`config.mk`:
```
export PLATFORM = sky130hd
export DESIGN_NAME = seq_gen
export DESIGN_NICKNAME = d
export VERILOG_FILES = /design/src/rtl/seq_gen.sv
export SDC_FILE = /design/constraint.sdc
export NUM_CORES = 1
export LEC_CHECK = 0
export ABC_AREA = 1
export BUFFER_PORTS_ARGS = -buffer_cell sky130_fd_sc_hd__buf_4
export CAP_MARGIN = 40
export CORE_ASPECT_RATIO = 0.75
export CORE_UTILIZATION = 59
export DETAILED_ROUTE_END_ITERATION = 12
export PLACE_DENSITY_LB_ADDON = 0.05
export SETUP_SLACK_MARGIN = 0.4
export SYNTH_ARGS = -nofsm -noshare
export SYNTH_HDL_FRONTEND = slang
export SYNTH_SLANG_ARGS = --single-unit
```
`constraint.sdc`:
```
create_clock -name clk -period 3.9 [get_ports clk]
set_input_delay 0.195 -clock clk [delete_from_list [all_inputs] [get_ports clk]]
set_output_delay 0.195 -clock clk [all_outputs]
set_load 0.05 [all_outputs]
```
`src/rtl/seq_gen.sv`:
```
// seq_gen: ADC phase sequencer producing INIT/SAMP/COMP/LOGIC strobes.
// Optional SEQ_GEN_NONOVERLAP_EN inserts an all-low gap cycle after each phase.
//
// Ports:
//   clk, rst            clock, asynchronous active-high reset
//   start, cont         conversion request (level), continuous re-arm
//   cfg_t_init/samp/comp/logic  phase length minus 1 (TW bits each)
//   cfg_ncomp           number of COMP/LOGIC pairs minus 1 (NW bits)
//   seq_init/samp/comp/logic    phase strobes, one-hot or all low
//   busy, conv_done     conversion active, one-cycle completion pulse
//   comp_idx            0-based index of the current comparison
module seq_gen #(
    parameter int TW = 4,
    parameter int NW = 4
) (
    input  logic          clk,
    input  logic          rst,
    input  logic          start,
    input  logic          cont,
    input  logic [TW-1:0] cfg_t_init,
    input  logic [TW-1:0] cfg_t_samp,
    input  logic [TW-1:0] cfg_t_comp,
    input  logic [TW-1:0] cfg_t_logic,
    input  logic [NW-1:0] cfg_ncomp,
    output logic          seq_init,
    output logic          seq_samp,
    output logic          seq_comp,
    output logic          seq_logic,
    output logic          busy,
    output logic          conv_done,
    output logic [NW-1:0] comp_idx
);

    typedef enum logic [2:0] {
        S_IDLE,
        S_INIT,
        S_SAMP,
        S_COMP,
        S_LOGIC,
        S_DONE,
        S_GAP
    } state_t;

    state_t        r_state;
    logic [TW-1:0] r_cnt;
    logic [NW-1:0] r_idx;
    // INIT length is consumed on the same edge it is latched, so it
    // needs no shadow; the other lengths are used later in the run.
    logic [TW-1:0] r_ts;
    logic [TW-1:0] r_tc;
    logic [TW-1:0] r_tl;
    logic [NW-1:0] r_nc;
    logic          r_init;
    logic          r_samp;
    logic          r_comp;
    logic          r_logic;
    logic          r_busy;
    logic          r_done;

    state_t        w_nxt;
    state_t        w_tgt;
    logic [TW-1:0] w_cnt;
    logic [NW-1:0] w_idx;
    logic          w_latch;
    logic          w_end;

`ifdef SEQ_GEN_NONOVERLAP_EN
    // Phase to enter once the gap cycle is over.
    state_t        r_after;
    state_t        w_after;
`endif

    function automatic logic [TW-1:0] f_len(
        input state_t        t,
        input logic [TW-1:0] ts,
        input logic [TW-1:0] tc,
        input logic [TW-1:0] tl
    );
        logic [TW-1:0] v;
        v = '0;
        case (t)
            S_SAMP:  v = ts;
            S_COMP:  v = tc;
            S_LOGIC: v = tl;
            default: v = '0;
        endcase
        return v;
    endfunction

    always_comb begin
        w_nxt   = r_state;
        w_tgt   = S_IDLE;
        w_cnt   = r_cnt;
        w_idx   = r_idx;
        w_latch = 1'b0;
        w_end   = 1'b0;
`ifdef SEQ_GEN_NONOVERLAP_EN
        w_after = r_after;
`endif
        case (r_state)
            S_IDLE: begin
                w_idx = '0;
                if (start) begin
                    w_latch = 1'b1;
                    w_nxt   = S_INIT;
                    w_cnt   = cfg_t_init;
                end
            end
            S_INIT: begin
                w_end = (r_cnt == '0);
                w_cnt = r_cnt - 1'b1;
                w_tgt = S_SAMP;
            end
            S_SAMP: begin
                w_end = (r_cnt == '0);
                w_cnt = r_cnt - 1'b1;
                w_tgt = S_COMP;
            end
            S_COMP: begin
                w_end = (r_cnt == '0);
                w_cnt = r_cnt - 1'b1;
                w_tgt = S_LOGIC;
            end
            S_LOGIC: begin
                w_end = (r_cnt == '0);
                w_cnt = r_cnt - 1'b1;
                if (r_idx < r_nc) begin
                    w_tgt = S_COMP;
                    if (w_end) w_idx = r_idx + 1'b1;
                end else begin
                    w_tgt = S_DONE;
                end
            end
            S_DONE: begin
                w_idx = '0;
                if (cont || start) begin
                    w_latch = 1'b1;
                    w_nxt   = S_INIT;
                    w_cnt   = cfg_t_init;
                end else begin
                    w_nxt = S_IDLE;
                end
            end
`ifdef SEQ_GEN_NONOVERLAP_EN
            S_GAP: begin
                w_nxt = r_after;
                w_cnt = f_len(r_after, r_ts, r_tc, r_tl);
            end
`endif
            default: w_nxt = S_IDLE;
        endcase

        if (w_end) begin
`ifdef SEQ_GEN_NONOVERLAP_EN
            w_nxt   = S_GAP;
            w_after = w_tgt;
`else
            w_nxt = w_tgt;
            w_cnt = f_len(w_tgt, r_ts, r_tc, r_tl);
`endif
        end
    end

    // Outputs are decoded from the next state so each one is a flop.
    always_ff @(posedge clk or posedge rst) begin
        if (rst) begin
            r_state <= S_IDLE;
            r_cnt   <= '0;
            r_idx   <= '0;
            r_ts    <= '0;
            r_tc    <= '0;
            r_tl    <= '0;
            r_nc    <= '0;
            r_init  <= 1'b0;
            r_samp  <= 1'b0;
            r_comp  <= 1'b0;
            r_logic <= 1'b0;
            r_busy  <= 1'b0;
            r_done  <= 1'b0;
`ifdef SEQ_GEN_NONOVERLAP_EN
            r_after <= S_IDLE;
`endif
        end else begin
            r_state <= w_nxt;
            r_cnt   <= w_cnt;
            r_idx   <= w_idx;
            if (w_latch) begin
                r_ts <= cfg_t_samp;
                r_tc <= cfg_t_comp;
                r_tl <= cfg_t_logic;
                r_nc <= cfg_ncomp;
            end
            r_init  <= (w_nxt == S_INIT);
            r_samp  <= (w_nxt == S_SAMP);
            r_comp  <= (w_nxt == S_COMP);
            r_logic <= (w_nxt == S_LOGIC);
            r_busy  <= (w_nxt != S_IDLE);
            r_done  <= (w_nxt == S_DONE);
`ifdef SEQ_GEN_NONOVERLAP_EN
            r_after <= w_after;
`endif
        end
    end

    assign seq_init  = r_init;
    assign seq_samp  = r_samp;
    assign seq_comp  = r_comp;
    assign seq_logic = r_logic;
    assign busy      = r_busy;
    assign conv_done = r_done;
    assign comp_idx  = r_idx;

endmodule
```
**Word level (Yosys, flattened, before mapping)**

Index checks and enable logic that the tools add are counted.

- Bits in registers: 33
- Input bits: 24
- Output and inout port bits: 10

- Add/sub/neg operators: 2
- Order comparisons: 1
- Eq/ne operators: 17
- Mux-type cells: 18
- Reductions and logical operators: 10

Operators with widths:

| cell | number |
|---|---|
| 4-bit case mux with 3 select lines | 2 |
| 4-bit 2-to-1 mux | 5 |
| 3-bit by 2-bit equality test with 1-bit output, second input constant | 6 |
| 3-bit equality test, second input constant | 5 |
| 3-bit case mux with 4 select lines | 1 |
| 3-bit 2-to-1 mux | 3 |
| 3-bit case mux with 3 select lines | 1 |
| 4-bit case mux with 2 select lines | 1 |
| 3-bit by 1-bit equality test with 1-bit output, second input constant | 2 |
| 3-bit != test, second input constant | 2 |
| 3-bit AND reduction | 2 |
| 4-bit by 1-bit adder with 4-bit output, second input constant | 1 |
| 4-bit zero test | 1 |
| 4-bit < comparator | 1 |
| 1-bit 2-to-1 mux | 4 |
| 2-bit != test, second input constant | 2 |
| 4-bit nonzero test | 1 |
| 4-bit OR reduction | 1 |
| 4-bit by 1-bit subtractor with 4-bit output, second input constant | 1 |
| 3-bit zero test | 1 |
| 3-bit nonzero test | 1 |
| 1-bit case mux with 2 select lines | 1 |
| 2-bit nonzero test | 1 |
| 2-bit OR reduction | 1 |
| 1-bit logical OR | 1 |

**Logic depth before layout (Yosys ltp)**

- Word-level depth: 6
- Mapped depth: 12
- Gate-level depth less buffers: 12

**Worst setup path before layout**

Ideal clock, no wire load.

- Path type: reg2reg
- From: reg r_idx[3], in the netlist comp_idx[3]
- To: reg r_init, in the netlist seq_init
- Arrival time: 1.747 ns
- Path slack: 2.084 ns
- Cell stages (with the launch flop): 9
- Buffers on the path: 0
- Cells stage by stage: dfrtp_1 -> ha_1 -> a21oi_1 -> nand2_1 -> nand2_1 -> nand2_1 -> a21oi_1 -> inv_1 -> nor2_2

- Cells in the longest elaborated chain, start to end: 5

RTL lines:

| element | RTL line | RTL |
|---|---|---|
| from (decl) | 46 | `logic [NW-1:0] r_idx;` |
| from (signal assigned) | 186 | `r_idx <= w_idx;` |
| 4-bit < comparator | 127 | `if (r_idx < r_nc) begin` |
| 3-bit 2-to-1 mux | 127 |  |
| 3-bit case mux with 4 select lines | 100 | `case (r_state)` |
| 3-bit 2-to-1 mux | 153 | `if (w_end) begin` |
| named net w_nxt[2] | 60 | `state_t w_nxt;` |
| 3-bit by 1-bit equality test with 1-bit output | 193 | `r_init <= (w_nxt == S_INIT);` |
| to (signal assigned) | 193 |  |
| to (decl) | 53 | `logic r_init;` |

The timed path passes the listed nets, and every way through them passes these cells.
A chain may end at the register's enable or synchronous reset.

**Worst setup path after layout**

- From: reg r_state[0]
- To: reg r_init, in the netlist seq_init

- Cells in the longest elaborated chain, start to end: 5

RTL lines:

| element | RTL line | RTL |
|---|---|---|
| from (decl) | 44 | `state_t r_state;` |
| from (signal assigned) | 184 | `r_state <= w_nxt;` |
| 3-bit equality test, or another cell as far along | 100 |  |
| 4-bit OR reduction (no line) | n/a |  |
| 3-bit case mux with 3 select lines or 1-bit 2-to-1 mux (tied branches) | n/a |  |
| 3-bit 2-to-1 mux * | 153 |  |
| named net w_nxt[0] | 60 |  |
| 3-bit by 1-bit equality test with 1-bit output * | 193 |  |

The timed path passes the listed nets; every way through them passes the cells marked *.

==> impl_metrics.toml <==
[clock_tree]
cts_repair_resize_count = 0
clk_path_buf_depth = 2
tritoncts = "yes"
cts_root_buf = "sky130_fd_sc_hd__clkbuf_8"
cts_post_setup_buffers_inserted = 0
tritoncts_num_sinks = 33
path_clk_slew_ns = 0.06
number_of_buffers_created_by_cts = 5
postCtsHoldBufs = 0
htree_num_levels = 2
clk-insertion-delay-late_ns = 0.28

[critical_path]
cp-end-kind = "register"
critical-path-slowest-cell = "sky130_fd_sc_hd__dfrtp_1"
start_kind = "register"
cp.required_ns = 4.12
timing.critical_path.fanout_max = 11
critPathArrivalTime_ns = 2.11
timing.rr.start = "r_state[0]"
reg2regPathDepth = 9
crit_path_frequent_cell = "sky130_fd_sc_hd__nand2_2"
worst_path_largest_cell_delay_ns = 0.46
worstReg2RegEnd = "seq_init"
path_class = "reg -> reg"
reg2reg_slack_ns = 2.01
critical_path.cell_chain = "nor2_1, nand2_1, nand2_2, nand2_1, o21ai_1, nand2_2, o21ai_4, nand2_2, nor2_2"

[grt]
grt_first_pass_wirelength_mm = 5.91
antenna_found_initial = 0
grt_start_max_net_pins = 34
grt_overflow_total = 0
via_count_of_the_first_global_routing_pass = 1344
globalRouteTotalUtil = 0.241

[floorplanning]
width_of_the_die_um = 66.0
floorplan.io_pins = 34
fp.dieArea_um2 = 3300
core_um2 = 2940
rows = 17
initial_core_util = 0.617
chipHeight_um = 50.0

[placed_design]
dp_cells = 287
dpl_worst_slack_ns = 2.02
gp_routability_congestion = 0.807
detailedPlacementHpwl_mm = 2.51
placement.io_buffers = 33

[yosys]
synth_fp_nets = 247
synth_common_cells = "sky130_fd_sc_hd__nand2_1, sky130_fd_sc_hd__dfrtp_1, sky130_fd_sc_hd__inv_1"
synth_enable_flop_cells = 0
postSynthRegisterBits = 33
yosysWarnings = 0
syn_area_um2 = 1810
async_flop_share = 1.00
dominantRegCellSynth = "sky130_fd_sc_hd__dfrtp_1"
synth.yosys.seq_area_share = 0.456
post_synth_inst_count = 218
synth_area_per_cell_um2 = 8.31
area_fraction_of_the_dominant_cell_type_after_synthesis = 0.456
post_synth_main_area_contributors = "sky130_fd_sc_hd__dfrtp_1, sky130_fd_sc_hd__nand2_1, sky130_fd_sc_hd__inv_1, sky130_fd_sc_hd__ha_1, sky130_fd_sc_hd__nor2_1"
synthMostInstantiatedCell = "sky130_fd_sc_hd__nand2_1"
synth_cell_types = 27
post-synth-top-area-cell = "sky130_fd_sc_hd__dfrtp_1"

[route]
postRouteWirelength_mm = 3.38
detail_route.wl_per_cell_um = 11.5
via_to_cell_ratio = 4.96
route.detailed.drc = 0
drtAntennaViolNets = 0
drt_first_pass_iters = 4
detailroute.via_count = 1454
initialDrtViolationCount = 82

[pwr]
power_frac_comb = 0.218
power_report.internal_total_uw = 556
power.net_switching_uw = 237
ir_drop_uv = 296
power_frac_seq = 0.488
power_switching_share = 0.299
static-leakage-power_nw = 1.15
design_power_total_uw = 793
power.share.clock = 0.293
power-per-cell-area_nw_per_um2 = 368

[status]
outcome = "finished clean"

[timing]
setup_total_negative_slack_ns = 0
setup_ws_ns = 2.01
timing.fmax_ghz = 0.529
period_minus_slack_ns = 1.89
final.period_utilization = 0.485
timing_max_transition_violations_final = 0
worstMarginPinSlew_ns = 0.444
hold_viol_final = 0
timing.slew.headroom = 0.704
grt_setup_unrepaired = "no"
fin_worst_skew_ns = 0.00307
setup_violation_total_in_the_final_timing_report = 0

[finish]
final_cells = 293
layout-area-overhead-vs-synth_pct = 18.9
drive_gt1_frac = 0.271
diodes = 0
nets = 285

[worst_hold_path]
hold_path.class = "in -> async"

[job]
max_cap_viol_count = 0
==> layout make-up <==
class | count | area, um^2
multi-input cells | 150 | 827
inverters | 32 | 125
fillers | 224 | 781
well taps | 38 | 47.5
clock buffers | 5 | 68.8
repair buffers | 34 | 255
clock inverters | 1 | 5.00
flip-flops and latches | 33 | 826
==> worst max-delay path, delay by kind of cell, from the launching register on <==
kind            cells  cell delay (ns)
compound gates      2             0.30
flops               1             0.46
simple gates        7             1.05
==> placed cells by master, fill, tap and decap left out, types with 6 or more instances in the layout <==
cell type / synthesis / routed
sky130_fd_sc_hd__nand2_2: 6 / 6
sky130_fd_sc_hd__nand3_1: 11 / 11
sky130_fd_sc_hd__dfrtp_1: 33 / 33
sky130_fd_sc_hd__nor2_1: 15 / 15
sky130_fd_sc_hd__a21oi_1: 11 / 11
sky130_fd_sc_hd__buf_4: 0 / 34
sky130_fd_sc_hd__inv_1: 26 / 26
sky130_fd_sc_hd__o21ai_1: 8 / 8
sky130_fd_sc_hd__nand2_1: 64 / 64
==> flip-flops by register name (all words and copies together), names as in the netlist, 3 cells and up <==
register	cells
r_state	3
r_tc	4
r_nc	4
r_cnt	4
r_tl	4
comp_idx	4
r_ts	4
==> metal layers <==
metal,vias to the layer above,GRT usage,wire [um]
li1,756,-,-
met1,663,0.345,1700
met4,0,0.0638,21
met3,3,0.0625,159
met2,32,0.361,1500
met5,-,0,0
==> worst max-delay path by stage <==
stage                      from  slack, ns         to  cells after the start
floorplan           comp_idx[3]       2.08   seq_init                      8
global placement     r_state[0]       2.11  conv_done                      9
detailed placement   r_state[0]       2.02   seq_init                      9
CTS                  r_state[0]       2.00   seq_init                      9
global route         r_state[0]       1.77   seq_init                      9
finish               r_state[0]       2.01   seq_init                      9
==> cells by family (layout without fill, tap and decap cells) <==
group                    Yosys count  after routing  share of synthesized area
buffers and inverters             35             72                     0.0877
XOR/XNOR                           3              3                     0.0145
adder cells (fa/ha/maj)            5              5                     0.0345
AO/OA/AOI/OAI                     31             31                      0.104
flip-flops                        33             33                      0.456
AND/OR/NAND/NOR                  111            111                      0.304
==> power by group through the flow <==
| stage | registers [mW] | logic [mW] | clock network [mW] |
|---|---|---|---|
| floorplan | 0.400 | 0.122 | 0 |
| global placement | 0.393 | 0.170 | 0 |
| detailed placement | 0.394 | 0.174 | 0 |
| CTS | 0.388 | 0.175 | 0.234 |
| global route | 0.390 | 0.198 | 0.255 |
| finish | 0.387 | 0.173 | 0.233 |
==> per-stage QoR <==
| step | area, um^2 | util | hold WS, ns |
|---|---|---|---|
| 6_report | 2150 | 0.734 | 0.00269 |
| 5_1_grt | 2150 | 0.734 | 0.0643 |
| 4_1_cts | 2150 | 0.734 | 0.0197 |
| 3_5_place_dp | 2080 | 0.709 | 0.312 |
| 3_3_place_gp | 2080 | 0.709 | 0.312 |
| 2_1_floorplan | 1810 | - | 0.305 |
Power figures use the tool's default switching activity.
